**src/rtl/vscale_dmem_bridge.sv**
```systemverilog
// vscale_dmem_bridge
//   Data-memory bridge between the vscale DX/WB pipeline control and an
//   external valid/ready data bus. One bus transaction is run per accepted
//   DX request. Store data is lane-replicated with a byte mask. Load data is
//   aligned and extended for WB. The bridge also produces the WB stall
//   (dmem_wait) and the memory exception (dmem_badmem_e).
//
// Parameters
//   TIMEOUT_CYCLES : REQ+RESP cycles before a forced bus error (0 = off)
//
// Ports
//   clk, reset            : clock, synchronous active-high reset
//   dmem_en/_wen/_size    : DX request, store flag, funct3 access size
//   dmem_addr/_wdata      : byte address, unshifted store data
//   dmem_wait             : WB stall while the transaction is outstanding
//   dmem_badmem_e         : one-cycle WB memory exception
//   load_data_WB          : aligned/extended load result
//   bus_req_*             : request channel (valid/ready, word address,
//                           write flag, byte mask, replicated data)
//   bus_resp_*            : response channel (valid, data, error)

module vscale_dmem_bridge #(
  parameter int unsigned TIMEOUT_CYCLES = 255
) (
  input  logic        clk,
  input  logic        reset,
  input  logic        dmem_en,
  input  logic        dmem_wen,
  input  logic [2:0]  dmem_size,
  input  logic [31:0] dmem_addr,
  input  logic [31:0] dmem_wdata,
  output logic        dmem_wait,
  output logic        dmem_badmem_e,
  output logic [31:0] load_data_WB,
  output logic        bus_req_valid,
  input  logic        bus_req_ready,
  output logic [31:0] bus_req_addr,
  output logic        bus_req_wen,
  output logic [3:0]  bus_req_wmask,
  output logic [31:0] bus_req_wdata,
  input  logic        bus_resp_valid,
  input  logic [31:0] bus_resp_data,
  input  logic        bus_resp_err
);

  localparam int unsigned CNT_W = (TIMEOUT_CYCLES > 0) ? $clog2(TIMEOUT_CYCLES + 1) : 1;

  localparam logic [2:0] SZ_B  = 3'd0;
  localparam logic [2:0] SZ_H  = 3'd1;
  localparam logic [2:0] SZ_W  = 3'd2;
  localparam logic [2:0] SZ_BU = 3'd4;
  localparam logic [2:0] SZ_HU = 3'd5;

  typedef enum logic [1:0] {
    ST_IDLE = 2'd0,
    ST_REQ  = 2'd1,
    ST_RESP = 2'd2,
    ST_ERR  = 2'd3
  } state_e;

  // Unknown sizes, unsigned stores and misaligned H/W accesses never reach the bus.
  function automatic logic req_illegal(input logic [2:0] size, input logic wen,
                                       input logic [1:0] off);
    case (size)
      SZ_B:    req_illegal = 1'b0;
      SZ_H:    req_illegal = off[0];
      SZ_W:    req_illegal = |off;
      SZ_BU:   req_illegal = wen;
      SZ_HU:   req_illegal = wen | off[0];
      default: req_illegal = 1'b1;
    endcase
  endfunction

  function automatic logic [3:0] store_mask(input logic [2:0] size, input logic [1:0] off);
    case (size)
      SZ_B:    store_mask = 4'b0001 << off;
      SZ_H:    store_mask = off[1] ? 4'b1100 : 4'b0011;
      SZ_W:    store_mask = 4'b1111;
      default: store_mask = 4'b0000;
    endcase
  endfunction

  // The bus writes whole lanes, so narrow data is replicated across the word.
  function automatic logic [31:0] store_data(input logic [2:0] size, input logic [31:0] wdata);
    case (size)
      SZ_B:    store_data = {4{wdata[7:0]}};
      SZ_H:    store_data = {2{wdata[15:0]}};
      default: store_data = wdata;
    endcase
  endfunction

  function automatic logic [31:0] load_format(input logic [31:0] data, input logic [2:0] size,
                                              input logic [1:0] off);
    logic [31:0] sh;
    sh = data >> {off, 3'b000};
    case (size)
      SZ_B:    load_format = {{24{sh[7]}}, sh[7:0]};
      SZ_H:    load_format = {{16{sh[15]}}, sh[15:0]};
      SZ_BU:   load_format = {24'd0, sh[7:0]};
      SZ_HU:   load_format = {16'd0, sh[15:0]};
      default: load_format = sh;
    endcase
  endfunction

  state_e             state_q, state_d;
  logic [CNT_W-1:0]   cnt_q, cnt_d;
  logic [31:0]        addr_q, addr_d;
  logic               wen_q, wen_d;
  logic [2:0]         size_q, size_d;
  logic [1:0]         off_q, off_d;
  logic [31:0]        wdata_q, wdata_d;
  logic [3:0]         wmask_q, wmask_d;
  logic [31:0]        load_q, load_d;

  logic               in_req_s;
  logic               in_resp_s;
  logic               waiting_s;
  logic               resp_done_s;
  logic               timeout_s;
  logic               accept_s;
  logic               bad_req_s;
  logic               start_s;
  logic               load_done_s;
  logic [31:0]        load_fmt_s;

  // Next-state, datapath capture and handshake outputs.
  always_comb begin
    in_req_s    = (state_q == ST_REQ);
    in_resp_s   = (state_q == ST_RESP);
    resp_done_s = in_resp_s && bus_resp_valid;
    waiting_s   = in_req_s || (in_resp_s && !bus_resp_valid);
    // Only a still-pending transaction can time out; a response arriving in
    // the same cycle completes normally.
    timeout_s   = (TIMEOUT_CYCLES != 0) && waiting_s &&
                  (cnt_q == CNT_W'(TIMEOUT_CYCLES));
    // New work is taken from IDLE or a clean completion; an error/timeout
    // cycle raises badmem_e, so the request is dropped there.
    accept_s    = dmem_en && ((state_q == ST_IDLE) || (resp_done_s && !bus_resp_err));
    bad_req_s   = req_illegal(dmem_size, dmem_wen, dmem_addr[1:0]);
    start_s     = accept_s && !bad_req_s;

    load_fmt_s  = load_format(bus_resp_data, size_q, off_q);
    load_done_s = resp_done_s && !bus_resp_err && !wen_q;

    state_d = state_q;
    case (state_q)
      ST_IDLE: begin
        if (accept_s) begin
          state_d = bad_req_s ? ST_ERR : ST_REQ;
        end else begin
          state_d = ST_IDLE;
        end
      end
      ST_REQ: begin
        if (timeout_s) begin
          state_d = ST_IDLE;
        end else if (bus_req_ready) begin
          state_d = ST_RESP;
        end else begin
          state_d = ST_REQ;
        end
      end
      ST_RESP: begin
        if (timeout_s) begin
          state_d = ST_IDLE;
        end else if (bus_resp_valid) begin
          if (accept_s) begin
            state_d = bad_req_s ? ST_ERR : ST_REQ;
          end else begin
            state_d = ST_IDLE;
          end
        end else begin
          state_d = ST_RESP;
        end
      end
      ST_ERR:  state_d = ST_IDLE;
      default: state_d = ST_IDLE;
    endcase

    if (start_s) begin
      cnt_d = '0;
    end else if (in_req_s || in_resp_s) begin
      cnt_d = cnt_q + CNT_W'(1);
    end else begin
      cnt_d = cnt_q;
    end

    if (start_s) begin
      addr_d  = {dmem_addr[31:2], 2'b00};
      wen_d   = dmem_wen;
      size_d  = dmem_size;
      off_d   = dmem_addr[1:0];
      wdata_d = store_data(dmem_size, dmem_wdata);
      wmask_d = dmem_wen ? store_mask(dmem_size, dmem_addr[1:0]) : 4'b0000;
    end else begin
      addr_d  = addr_q;
      wen_d   = wen_q;
      size_d  = size_q;
      off_d   = off_q;
      wdata_d = wdata_q;
      wmask_d = wmask_q;
    end

    if (load_done_s) begin
      load_d = load_fmt_s;
    end else begin
      load_d = load_q;
    end
  end

  // State, timeout counter, latched request and last load result.
  always_ff @(posedge clk) begin
    if (reset) begin
      state_q <= ST_IDLE;
      cnt_q   <= '0;
      addr_q  <= 32'd0;
      wen_q   <= 1'b0;
      size_q  <= 3'd0;
      off_q   <= 2'd0;
      wdata_q <= 32'd0;
      wmask_q <= 4'd0;
      load_q  <= 32'd0;
    end else begin
      state_q <= state_d;
      cnt_q   <= cnt_d;
      addr_q  <= addr_d;
      wen_q   <= wen_d;
      size_q  <= size_d;
      off_q   <= off_d;
      wdata_q <= wdata_d;
      wmask_q <= wmask_d;
      load_q  <= load_d;
    end
  end

  assign bus_req_valid = in_req_s && !timeout_s;
  assign bus_req_addr  = addr_q;
  assign bus_req_wen   = wen_q;
  assign bus_req_wmask = wmask_q;
  assign bus_req_wdata = wdata_q;
  assign dmem_wait     = waiting_s && !timeout_s;
  assign dmem_badmem_e = (state_q == ST_ERR) || (resp_done_s && bus_resp_err) || timeout_s;
  // The completing load is forwarded the same cycle; otherwise hold the last one.
  assign load_data_WB  = load_done_s ? load_fmt_s : load_q;

endmodule

```
**config.mk**
```make
export PLATFORM = sky130hd
export DESIGN_NAME = vscale_dmem_bridge
export DESIGN_NICKNAME = d
export VERILOG_FILES = /design/src/rtl/vscale_dmem_bridge.sv
export SDC_FILE = /design/constraint.sdc
export NUM_CORES = 1
export LEC_CHECK = 0
export ABC_AREA = 0
export BUFFER_PORTS_ARGS = -buffer_cell sky130_fd_sc_hd__buf_2
export CAP_MARGIN = 20
export CORE_UTILIZATION = 40
export CTS_CLUSTER_DIAMETER = 100
export DETAILED_ROUTE_END_ITERATION = 10
export HOLD_SLACK_MARGIN = 0.02
export PLACE_DENSITY_LB_ADDON = 0.2
export SYNTH_ARGS = -nofsm -noshare
export SYNTH_HDL_FRONTEND = slang
export SYNTH_SLANG_ARGS = --single-unit
```
**constraint.sdc**
```tcl
create_clock -name clk -period 1.8 [get_ports clk]
set_input_delay 0.09 -clock clk [delete_from_list [all_inputs] [get_ports clk]]
set_output_delay 0.09 -clock clk [all_outputs]
set_load 0.05 [all_outputs]
```
==> metrics.json, run 1 <==
{
  "run_status": "finished with violations",
  "violated_checks": "negative setup slack",
  "htreeDepth": 4,
  "grt_start_max_net_pins": 46,
  "worst_hold_path_type": "in2reg",
  "chipHeight_microns": 118.5,
  "slowest_stage": "or3_4",
  "number_of_top_level_design_ports": 210,
  "top_post_synthesis_cells_by_count": "146 x nand2_1, 114 x dfxtp_1, 68 x a21oi_1",
  "setup_repair_after_global_routing_missed_its_margin": "true",
  "worst_setup_path_end_kind": "output pin",
  "critPathBufInv": 3,
  "ys_ff_latch": 114,
  "antenna_violations_before_repair": 0,
  "remaining_drc_errors": 0,
  "placementRows": 42,
  "grt_pass1_wl_mm": 30.86,
  "total_power_w": 0.008293,
  "power_frac_seq_pct": 33.5,
  "met3WireLength_mm": 1.152,
  "cts.reportedPaths.clkPinSlew_ns": 0.05,
  "internal_power_w": 0.005574,
  "synthMostInstantiatedCell": "nand2_1",
  "root_buffer": "clkbuf_16",
  "crit_path_max_fanout": 5,
  "die_area_sq_um": 14050,
  "ys_types": 47,
  "wirelength_met1_mm": 9.130,
  "max-slew-margin-rel_pct": 53.21,
  "ir_drop_v": 0.0007102,
  "drt_iter0_drc": 467,
  "core_sq_um": 13240,
  "fin_worst_skew_ns": 0.004041,
  "antenna_cells": 0,
  "finalCritPeriodShare_pct": 118.6,
  "synth_edf_count": 0,
  "yosysSeqAreaShare_pct": 42.03,
  "required_worst_endpoint_ns": 1.71,
  "area_growth_pct": 85.71,
  "final_slew_violations": 0,
  "place.detailed.hpwl_mm": 11.96,
  "finalHoldViolations": 0,
  "rr_endpoint": "bus_req_addr[31]$_SDFFE_PP0P_",
  "multi_input_comb_area_sq_um": 3988,
  "finalWeightedCongestion": 0.8957,
  "worstSetupStartpointType": "flip-flop",
  "fin_ws_ns": -0.3353,
  "mapped_avg_cell_area_sq_um": 8.329,
  "utilization_pct": 76.15,
  "synth.yosys.warnings": 0,
  "synth.largest_area_cell": "dfxtp_1",
  "count_of_endpoints_failing_setup_in_the_final_report": 100,
  "worst-setup-path-type": "reg2out",
  "drt-wirelength-per-cell_microns": 18.72,
  "worst_hold_startpoint": "dmem_wdata[31]",
  "vias_per_cell": 5.404,
  "power.leakage_nw": 4.476,
  "wl_met2_mm": 10.71,
  "drive_above_1_share_pct": 54.74,
  "route.antenna.remaining_nets": 0,
  "fillerInstances": 882,
  "insertion_delay_ns": 0.42,
  "initial_utilization_pct": 41.01,
  "maximum_clock_frequency_mhz": 468.3,
  "dominantRegCellSynth": "dfxtp_1",
  "first_global_vias": 6081,
  "period_needed_ns": 2.135,
  "cts_tree": "yes",
  "final-seq-area_sq_um": 2302,
  "maxcap_viol_count": 0,
  "crit_chain": "inv_2 > ha_4 > nand4bb_4 > clkbuf_16 > or3_4 > nand3_2 > buf_8",
  "postSynth.asyncResetShare_pct": 0,
  "p_switching_w": 0.002719,
  "syn_inst": 652,
  "tightest_slew_ns": 0.7019,
  "hold_path_depth": 3,
  "numCtsBuffers": 17,
  "num_vias": 6252,
  "first_pass_iters": 5,
  "finalWirelength_mm": 21.66,
  "cts.sinks": 114,
  "gr-total-overflow": 0,
  "power_density_nw_per_um2": 822.4,
  "synth.top_cell.area_share_pct": 42.03,
  "port_buffers": 207,
  "worst_ep_arrival_time_ns": 2.05,
  "ff2ff_setup_slack_ns": -0.19,
  "switching_share_pct": 32.79,
  "topRoutingLayerUsed": "met4",
  "timing.rr.start": "state_q[0]$_SDFF_PP0_",
  "synth.top_cells.by_area": "dfxtp_1 42%, nand2_1 10%, mux2i_1 7.6%, a21oi_1 6.3%, nor2_1 3.0%",
  "top_delay_family_on_crit_path": "simple AND/OR/NAND/NOR gates",
  "path_depth": 7,
  "comb_power_share_pct": 30.7,
  "worst_reg2reg_path_length_in_cells": 11,
  "crit_path_max_incr_delay_ns": 0.40,
  "min_delay_worst_endpoint": "bus_req_wdata[31]$_SDFFE_PP0P_",
  "syn-cell-area_sq_um": 5430,
  "gr-usage-all-layers_pct": 27.67,
  "finish.net_count": 1082,
  "power_share_of_the_clock_group_pct": 35.8,
  "cts_buffer_depth": 2,
  "die_width_microns": 118.5
}
==> worst reg2reg max path, delay by kind of cell (launching register included) <==
| kind | cells | cell delay (ns) |
|---|---|---|
| AO/OA/AOI/OAI | 2 | 0.37 |
| adder cells (fa/ha/maj) | 1 | 0.16 |
| buffers and inverters | 6 | 0.74 |
| flip-flops | 1 | 0.33 |
| AND/OR/NAND/NOR | 2 | 0.25 |
==> metal layers <==
metal  vias up  track usage (%)
li1       2931                -
met5         -                0
met2       250            44.63
met1      3017            34.73
met3        54            6.564
met4         0            13.21
==> stage by stage <==
| step | TNS, ns | hold WS [ns] | std cells | setup WS (ns) | instance area (sq um) |
|---|---|---|---|---|---|
| 6_report | -15.64 | 0.03011 | 1157 | -0.3353 | 10080 |
| 5_1_grt | -21.91 | 0.05722 | 1157 | -0.4521 | 10080 |
| 4_1_cts | -16.58 | 0.02158 | 1139 | -0.3598 | 8962 |
| 3_5_place_dp | -1.848 | 0.3387 | 1027 | -0.1074 | 6943 |
| 3_3_place_gp | -0.4599 | 0.3305 | 1027 | -0.05730 | 6943 |
| 2_1_floorplan | -0.4247 | 0.2185 | 653 | -0.06447 | 5569 |
==> how the worst max path moves through the flow <==
stage	from	to	slack (ns)
floorplan	off_q[1]$_SDFFE_PP0P_	load_q[6]$_SDFF_PP0_	-0.06
global placement	state_q[0]$_SDFF_PP0_	load_data_WB[17]	-0.06
detailed placement	off_q[0]$_SDFFE_PP0P_	load_data_WB[17]	-0.11
CTS	state_q[0]$_SDFF_PP0_	load_data_WB[10]	-0.36
global route	off_q[1]$_SDFFE_PP0P_	load_data_WB[28]	-0.45
finish	state_q[0]$_SDFF_PP0_	load_data_WB[18]	-0.34
==> cell type report <==
type                       count  share of cell area (%)
clock buffer                  24                   4.777
clock inverter                 6                  0.3226
multi-input combinational    479                   39.54
sequential                   114                   22.83
timing repair buffer         350                   30.05
tap                          176                   2.184
inverter                       8                  0.2978
==> power groups by stage <==
stage | clock (W) | combinational, W | sequential [W]
floorplan | 0 | 0.000851 | 0.00310
global route | 0.00313 | 0.00267 | 0.00279
finish | 0.00297 | 0.00254 | 0.00278
global placement | 0 | 0.00164 | 0.00278
CTS | 0.00300 | 0.00211 | 0.00275
detailed placement | 0 | 0.00167 | 0.00279
==> repair_timing <==
item	4_1_cts	5_1_grt
hold buffers	58	0
cloned	9	12
hold endpoints to repair	58	0
endpoints found under the setup margin	41	139
resized for setup	153	232
setup buffers	17	13
pin swaps	28	87
==> kinds of logic (layout without fill, tap and decap cells) <==
group,Yosys count,count (layout),synth area share (%)
DFF,114,114,42.03
AOI/OAI and AO/OA,164,164,20.00
other,1,2,0.06906
and+or+nand+nor,250,250,19.95
muxes,50,50,9.631
adders and majority gates,6,6,1.382
buffers and inverters,60,388,5.806
xor gates and xnor gates,7,7,1.129
==> registers in the layout, summed over array words and instances (netlist names) <==
register       count
cnt_q              8
load_q            32
state_q            2
off_q              2
bus_req_wen        1
bus_req_wdata     32
size_q             3
bus_req_wmask      4
bus_req_addr      30
==> cells in the final DEF, fill, tap and decap left out, types with 4 or more instances in the layout <==
cell	instances
a211oi_2	7
a21oi_1	21
a21oi_2	46
a22o_1	8
a22o_4	7
a311oi_2	8
a31oi_1	15
buf_12	9
buf_16	5
buf_2	172
buf_4	41
buf_6	28
buf_8	26
clkbuf_1	4
clkbuf_16	27
clkinv_2	5
dfxtp_1	104
dfxtp_2	7
dlygate4sd3_1	58
ha_4	4
inv_1	7
mux2_2	8
mux2i_1	41
nand2_1	89
nand2_2	13
nand2_4	44
nand3_1	7
nand3_2	13
nand3_4	6
nor2_1	24
nor2_2	5
nor2_4	15
nor2b_1	10
o211ai_1	12
o21ai_0	14
o21ai_4	5
or3_4	8
xnor2_1	4
Power figures use the tool's default switching activity.
==> inputs of run 2 (changes only) <==
- CORE_UTILIZATION: 40 -> 25
==> run 2 against run 1 <==
The run still ends with negative setup slack left. Fmax grew 0.55%. Clock power grew 8.8%. Register-to-register slack gained 0.07 ns. Hold slack gained 0.015 ns. Critical path depth shrank 1. Cell count grew 9.3%. Highest routed layer unchanged.
==> metrics.json, run 2 (synthesis gave the netlist of run 1 again) <==
{
  "ir_drop_v": 0.0005582,
  "min_delay_worst_endpoint": "bus_req_wdata[8]$_SDFFE_PP0P_",
  "finalCritPeriodShare_pct": 118.0,
  "route.antenna.remaining_nets": 0,
  "slowest_stage": "mux4_2",
  "most-common-layout-cells": "171 x buf_2, 105 x dfxtp_1, 104 x nand2_1",
  "cts_tree": "yes",
  "first_global_vias": 5530,
  "cts.reportedPaths.clkPinSlew_ns": 0.06,
  "fin_worst_skew_ns": 0.01781,
  "final_cell_count_no_fill": 1265,
  "cts.sinks": 114,
  "setup_repair_after_global_routing_missed_its_margin": "true",
  "grt_start_max_net_pins": 45,
  "area_growth_pct": 84.12,
  "finalHoldViolations": 0,
  "maxcap_viol_count": 0,
  "timing.rr.start": "state_q[0]$_SDFF_PP0_",
  "num_vias": 6050,
  "die_area_sq_um": 22310,
  "worst_reg2reg_path_length_in_cells": 10,
  "timing.critical_path.mode_cell": "buf_6",
  "max-slew-margin-rel_pct": 65.21,
  "number_of_top_level_design_ports": 210,
  "die_width_microns": 149.4,
  "port_buffers": 207,
  "tightest_slew_ns": 0.5219,
  "worst_setup_path_end_kind": "output pin",
  "place.detailed.hpwl_mm": 13.22,
  "worst_hold_path_type": "in2reg",
  "worst_ep_arrival_time_ns": 2.03,
  "period_needed_ns": 2.124,
  "crit_path_max_incr_delay_ns": 0.53,
  "violated_checks": "negative setup slack",
  "final_slew_violations": 0,
  "total_power_w": 0.008400,
  "worstSetupStartpointType": "flip-flop",
  "run_status": "finished with violations",
  "whs_ns": 0.04552,
  "finish.net_count": 1087,
  "chipHeight_microns": 149.4,
  "dpl.cell_count": 1127,
  "power_density_nw_per_um2": 840.2,
  "first_pass_iters": 4,
  "worst-setup-path-type": "reg2out",
  "placed_cell_area_sq_um": 7112,
  "insertion_delay_ns": 0.41,
  "gr-usage-all-layers_pct": 17.07,
  "power.leakage_nw": 4.305,
  "required_worst_endpoint_ns": 1.71,
  "initial_utilization_pct": 25.67,
  "cts_buffer_depth": 2,
  "drt-wirelength-per-cell_microns": 17.63,
  "drive_above_1_share_pct": 51.32,
  "gr-total-overflow": 0,
  "finalWirelength_mm": 22.30,
  "finalWeightedCongestion": 0.8170,
  "core_sq_um": 21150,
  "ff2ff_setup_slack_ns": -0.12,
  "drt_iter0_drc": 152,
  "grt_pass1_wl_mm": 29.39,
  "maximum_clock_frequency_mhz": 470.9,
  "root_buffer": "clkbuf_16",
  "crit_path_max_fanout": 3,
  "stdcell_area_sq_um": 9998,
  "hold_path_depth": 3,
  "count_of_endpoints_failing_setup_in_the_final_report": 102,
  "rr_endpoint": "bus_req_wdata[27]$_SDFFE_PP0P_",
  "remaining_drc_errors": 0,
  "numCtsBuffers": 17,
  "antenna_violations_before_repair": 2,
  "htreeDepth": 4,
  "layout_commonest_cell": "buf_2",
  "placementRows": 53,
  "vias_per_cell": 4.783,
  "fin_ws_ns": -0.3237,
  "worst_hold_startpoint": "dmem_wdata[8]",
  "crit_chain": "mux4_2 > buf_6 > a221oi_4 > buf_6 > nor2_4 > buf_8"
}
==> run 2: repair_timing <==
item	CTS	global route
pin swaps	8	88
hold buffers	61	0
gates cloned	3	21
endpoints found under the setup margin	42	88
hold endpoints to repair	61	0
setup buffers	11	12
gates resized for setup	111	175
==> run 2: area by class of cell <==
cell class,instances,area (sq um)
sequential,114,2301
clock buffer,18,439.2
inverter,8,32.53
fill,2056,11160
antenna,2,5.005
timing repair buffer,353,3012
tap,275,344.1
clock inverter,14,130.1
multi-input combinational,481,3735
==> run 2: power by group <==
group          total, W  switching (W)  internal, W
logic           0.00241        0.00143     0.000988
clock network   0.00323        0.00128      0.00195
registers       0.00276      0.0000938      0.00267
==> run 2: worst max-delay path by stage <==
stage | cells after the start | start | slack [ns] | to
5_1_grt | 6 | off_q[1]$_SDFFE_PP0P_ | -0.39 | load_data_WB[15]
2_1_floorplan | 5 | off_q[1]$_SDFFE_PP0P_ | -0.06 | load_q[6]$_SDFF_PP0_
6_report | 6 | off_q[1]$_SDFFE_PP0P_ | -0.32 | load_data_WB[15]
3_3_place_gp | 6 | off_q[1]$_SDFFE_PP0P_ | -0.09 | load_data_WB[15]
3_5_place_dp | 6 | off_q[1]$_SDFFE_PP0P_ | -0.05 | load_data_WB[15]
4_1_cts | 6 | off_q[1]$_SDFFE_PP0P_ | -0.34 | load_data_WB[15]
==> run 2: per-layer routing <==
layer	wire, microns	GRT usage, %	vias up
met4	454	7.398	0
met3	836	3.333	29
met1	10540	21.68	2903
met2	10470	27.92	160
met5	0	0	-
li1	-	-	2958
==> run 2: worst max-delay path, delay by kind of cell (launching register included) <==
| kind | cells | cell delay [ns] |
|---|---|---|
| multiplexers | 1 | 0.53 |
| AND/OR/NAND/NOR | 1 | 0.04 |
| flip-flops | 1 | 0.37 |
| buffers and inverters | 3 | 0.44 |
| AO/OA/AOI/OAI | 1 | 0.23 |
==> run 2: per-stage QoR <==
step           setup WS [ns]  util, %  TNS (ns)
2_1_floorplan       -0.06447        -   -0.4247
3_3_place_gp        -0.09019    33.62   -0.1272
3_5_place_dp        -0.05288    33.62   -0.2146
4_1_cts              -0.3382    41.62    -8.766
5_1_grt              -0.3937    47.26    -17.37
6_report             -0.3237    47.26    -10.25
